**src/rtl/ecp5_seq_pkg.sv**
```systemverilog
// Shared definitions for the TRELLIS_FF init sequencer: state encoding and counter sizing.
package ecp5_seq_pkg;

  typedef enum logic [2:0] {
    WAIT_LOCK = 3'd0,
    FILTER    = 3'd1,
    HOLD      = 3'd2,
    RELEASE   = 3'd3,
    ENABLE    = 3'd4,
    RUN       = 3'd5
  } seq_state_e;

  // Counter must hold the largest dwell value; all dwells count 0..N-1.
  function automatic int cnt_w(input int a, input int b, input int c, input int d);
    int m;
    m = a;
    if (b > m) m = b;
    if (c > m) m = c;
    if (d > m) m = d;
    return $clog2(m + 1);
  endfunction

endpackage

```
**src/rtl/ff_init_sequencer_sync2.sv**
```systemverilog
// Two-flop synchroniser with async active-low clear; used for the PLL LOCK input.
module ff_sync2 (
  input  logic clk_i,
  input  logic rst_ni,
  input  logic d_i,
  output logic q_o
);

  logic meta_q, sync_q;

  always_ff @(posedge clk_i or negedge rst_ni) begin
    if (!rst_ni) begin
      meta_q <= 1'b0;
      sync_q <= 1'b0;
    end else begin
      meta_q <= d_i;
      sync_q <= meta_q;
    end
  end

  assign q_o = sync_q;

endmodule

```
**src/rtl/ff_init_sequencer.sv**
```systemverilog
// Sequences LSR/SP of TRELLIS_FF banks after a filtered PLL lock, with a
// 4-phase software re-init handshake. All outputs are registered.
module ff_init_sequencer
  import ecp5_seq_pkg::*;
#(
  parameter int NUM_DOM     = 4,
  parameter int LOCK_CYCLES = 16,
  parameter int LSR_CYCLES  = 8,
  parameter int STAGGER     = 2,
  parameter int CE_DELAY    = 4
) (
  input  logic               CLK,
  input  logic               RSTN,
  input  logic               LOCK,
  input  logic               REINIT_REQ,
  output logic               REINIT_ACK,
  output logic [NUM_DOM-1:0] LSR,
  output logic [NUM_DOM-1:0] SP,
  output logic               READY,
  output logic [2:0]         STATE
);

  localparam int CW = cnt_w(LOCK_CYCLES, LSR_CYCLES, STAGGER, CE_DELAY);
  localparam int DW = $clog2(NUM_DOM + 1);

  logic               lock_s;
  seq_state_e         state_q;
  logic [CW-1:0]      cnt_q;
  logic [DW-1:0]      dom_q;
  logic               pending_q, ack_q, ready_q;
  logic [NUM_DOM-1:0] lsr_q, sp_q;

  ff_sync2 u_lock_sync (
    .clk_i  (CLK),
    .rst_ni (RSTN),
    .d_i    (LOCK),
    .q_o    (lock_s)
  );

  always_ff @(posedge CLK or negedge RSTN) begin
    if (!RSTN) begin
      state_q   <= WAIT_LOCK;
      cnt_q     <= '0;
      dom_q     <= '0;
      pending_q <= 1'b0;
      ack_q     <= 1'b0;
      ready_q   <= 1'b0;
      lsr_q     <= '1;
      sp_q      <= '0;
    end else begin
      if (ack_q && !REINIT_REQ) ack_q <= 1'b0;

      if (state_q != WAIT_LOCK && !lock_s) begin
        // Lock loss beats everything; a request coinciding with it in RUN is kept.
        state_q <= WAIT_LOCK;
        cnt_q   <= '0;
        dom_q   <= '0;
        ready_q <= 1'b0;
        lsr_q   <= '1;
        sp_q    <= '0;
        if (state_q == RUN && REINIT_REQ && !ack_q) pending_q <= 1'b1;
      end else begin
        cnt_q <= cnt_q + CW'(1);
        case (state_q)
          WAIT_LOCK: begin
            cnt_q <= '0;
            if (lock_s) state_q <= FILTER;
          end
          FILTER: begin
            if (cnt_q == CW'(LOCK_CYCLES - 1)) begin
              state_q <= HOLD;
              cnt_q   <= '0;
            end
          end
          HOLD: begin
            if (cnt_q == CW'(LSR_CYCLES - 1)) begin
              state_q <= RELEASE;
              cnt_q   <= '0;
              dom_q   <= '0;
            end
          end
          RELEASE: begin
            if (cnt_q == CW'(STAGGER - 1)) begin
              cnt_q <= '0;
              dom_q <= dom_q + DW'(1);
              for (int i = 0; i < NUM_DOM; i++)
                if (dom_q == DW'(i)) lsr_q[i] <= 1'b0;
              if (dom_q == DW'(NUM_DOM - 1)) state_q <= ENABLE;
            end
          end
          ENABLE: begin
            if (cnt_q == CW'(CE_DELAY - 1)) begin
              state_q <= RUN;
              cnt_q   <= '0;
              sp_q    <= '1;
              ready_q <= 1'b1;
              if (pending_q) begin
                ack_q     <= 1'b1;
                pending_q <= 1'b0;
              end
            end
          end
          RUN: begin
            cnt_q <= '0;
            if (REINIT_REQ && !ack_q) begin
              state_q   <= HOLD;
              ready_q   <= 1'b0;
              lsr_q     <= '1;
              sp_q      <= '0;
              pending_q <= 1'b1;
            end
          end
          default: begin
            state_q <= WAIT_LOCK;
            cnt_q   <= '0;
            ready_q <= 1'b0;
            lsr_q   <= '1;
            sp_q    <= '0;
          end
        endcase
      end
    end
  end

  assign REINIT_ACK = ack_q;
  assign LSR        = lsr_q;
  assign SP         = sp_q;
  assign READY      = ready_q;
  assign STATE      = state_q;

endmodule
```
**config.mk**
```make
export PLATFORM = sky130hd
export DESIGN_NAME = ff_init_sequencer
export DESIGN_NICKNAME = d
export VERILOG_FILES = /design/src/rtl/ecp5_seq_pkg.sv /design/src/rtl/ff_init_sequencer_sync2.sv /design/src/rtl/ff_init_sequencer.sv
export SDC_FILE = /design/constraint.sdc
export NUM_CORES = 1
export LEC_CHECK = 0
export ABC_AREA = 1
export BUFFER_PORTS_ARGS = -buffer_cell sky130_fd_sc_hd__buf_2
export CORE_MARGIN = 8
export CORE_UTILIZATION = 40
export DETAILED_ROUTE_END_ITERATION = 16
export SLEW_MARGIN = 20
export SYNTH_ARGS = -nofsm -noshare
export SYNTH_HDL_FRONTEND = slang
export SYNTH_SLANG_ARGS = --single-unit
```
**constraint.sdc**
```tcl
create_clock -name CLK -period 3 [get_ports CLK]
set_input_delay 0.6 -clock CLK [delete_from_list [all_inputs] [get_ports CLK]]
set_output_delay 0.6 -clock CLK [all_outputs]
set_load 0.05 [all_outputs]
```
==> impl_metrics.tcl <==
set metrics [dict create \
    outcome "finished clean" \
    slowest_stage "dfrtp_1" \
    die_w_microns 72.29 \
    setup_tns_ps 0 \
    path_buf_inv 1 \
    root_buffer "clkbuf_4" \
    chipHeight_microns 72.29 \
    gp_congestion 0.8153 \
    start_kind "register" \
    fin_crit_ps 1790 \
    crit_chain "buf_2" \
    worst_setup_path_end_kind "output pin" \
    synth_cell_types 25 \
    synth-seq-cells 20 \
    start_util_pct 41.86 \
    drc 0 \
    final-seq-area_sq_um 505.5 \
    total_power_mw 1.108 \
    synth-seq-area-share_pct 39.88 \
    cts_tree "done" \
    path_class "reg2out" \
    p_leak_nw 0.7335 \
    synth_area_sq_um 1267 \
    drt_pass1_iterations 4 \
    grt_max_degree 21 \
    clk_path_buf_depth 2 \
    io_pins 17 \
    critical_path.max_fanout 8 \
    area_growth_pct 10.76 \
    reg2reg_from "cnt_q[0]" \
    max_freq_mhz 558.6 \
    post-cts-setup-buffers 0 \
    route.detailed.wl_per_inst_microns 10.41 \
    max_slew_margin_pct 71.05 \
    grt.total_usage_pct 10.02 \
    cts.sinks 20 \
    coreArea_sq_um 3028 \
    nets 194 \
    finalHoldViolCount 0 \
    dp_slack_ps 1350 \
    cp.required_ps 2400 \
    portBuffers 16 \
    fillers 305 \
    final_antenna_net_count 0 \
    hold_path.class "in2async" \
    worstPathArrival_ps 1190 \
    crit_family "flip-flops" \
    avgSynthCellArea_sq_um 7.728 \
    first_global_vias 999 \
    finClkSkew_ps 12.42 \
    r2r-end "STATE[1]" \
    layout_common_cells "45 x nand2_1, 18 x inv_1, 16 x dfrtp_1, 16 x nand3_1, 16 x buf_2" \
    cts_resized 0 \
    peakVddDrop_v 0.0003345 \
    layout-drive-gt1-share_pct 20.11 \
    fin_crit_sh_pct 59.67 \
    worst_pin_slew_ps 434.2 \
    reg2reg_depth 10 \
    grt_pass1_wl_microns 4319 \
    ys_warn_count 0 \
    layout_setup_ws_ps 1210 \
    clk_pin_slew_ps 120 \
    vias_per_cell 4.592 \
    power_density_nw_per_um2 789.1 \
    grt_overflow 0 \
    layout_commonest_cell "nand2_1" \
    drv_slew 0 \
    drtIter0Drc 32 \
    routed_wl_microns 2322 \
    syn_nets 178 \
    dr_total_vias 1024 \
    cts_buffers 3 \
    dieArea_sq_um 5226 \
    max_stage_delay_ps 550 \
    rsz0062_at_grt "false" \
    synth_edf_count 0 \
    multiInputGateArea_sq_um 648.1 \
    post-dp-hpwl_microns 1904 \
    setup_viol 0 \
    rrSetupSlack_ps 1370 \
    rows 20 \
    cap_violations 0 \
    htreeDepth 1 \
    ys.flop_type "dfrtp_1" \
    antenna_found_initial 0 \
    synthArstFlopShare_pct 100.0 \
    clock_latency_ps 300 \
    syn_inst 164 \
    postCtsHoldBufs 0 \
    antenna_cells 0 \
]
==> stage by stage <==
step | cell area [sq um] | hold WS (ps) | utilization, % | std cells
finish | 1404 | 213.9 | 46.36 | 223
global route | 1404 | 238.8 | 46.36 | 223
CTS | 1404 | 229.3 | 46.36 | 223
detailed placement | 1368 | 336.3 | 45.17 | 219
global placement | 1368 | 333.2 | 45.17 | 219
floorplan | 1267 | 304.4 | - | 164
==> routing by layer <==
| metal | vias to the layer above | part of all wire [%] | GRT usage [%] |
|---|---|---|---|
| met5 | - | 0 | 0 |
| met4 | 0 | 0.65 | 2.494 |
| met3 | 2 | 6.5 | 3.444 |
| met2 | 19 | 44 | 16.45 |
| met1 | 453 | 49 | 12.14 |
| li1 | 550 | - | - |
==> layout make-up <==
cell class / instances / share of cell area (%)
sequential: 20 / 36.01
clock buffer: 4 / 2.585
inverter: 21 / 5.615
timing repair buffer: 16 / 5.704
tap: 44 / 3.922
multi-input combinational: 118 / 46.17
==> cells by family after synthesis <==
family,after synthesis,share of synthesized area (%)
and+or+nand+nor,94,35.14
xor gates and xnor gates,2,1.382
AOI/OAI and AO/OA,12,4.738
adders and majority gates,10,9.872
buffers and inverters,26,8.982
DFF,20,39.88
==> Yosys cell counts (2+ instances only) <==
cell | number | share of area [%]
buf_4 | 4 | 2.4
nor3_1 | 6 | 2.4
nand3_1 | 16 | 6.3
inv_1 | 18 | 5.3
nand2_1 | 45 | 13
ha_1 | 10 | 9.9
a21oi_1 | 2 | 0.79
nand2_2 | 4 | 2.0
dfstp_2 | 4 | 8.3
nand4_1 | 2 | 0.99
o21ai_0 | 9 | 3.6
nand2_4 | 2 | 1.8
dfrtp_1 | 16 | 32
inv_2 | 3 | 0.89
nor2_1 | 13 | 3.9
==> power by group <==
part           internal (mW)  switching, mW  total (mW)
Combinational          0.144          0.398       0.541
Clock                 0.0740         0.0818       0.156
Sequential             0.349         0.0619       0.411
Total                  0.567          0.541        1.11
==> registers in the layout, summed over array words and instances (netlist names) <==
register and cells:
LSR 4, REINIT_ACK 1, SP 1, STATE 3, cnt_q 5, dom_q 3
pending_q 1, u_lock_sync.meta_q 1, u_lock_sync.q_o 1
==> how the worst max path moves through the flow <==
stage,startpoint,end,slack [ps],cells past startpoint
2_1_floorplan,STATE[0],dom_q[0],1290,6
3_3_place_gp,cnt_q[0],STATE[0],1440,10
3_5_place_dp,cnt_q[0],STATE[1],1350,10
4_1_cts,STATE[2],STATE[2],1190,1
5_1_grt,STATE[2],STATE[2],1150,1
6_report,STATE[2],STATE[2],1210,1
Power figures use the tool's default switching activity.
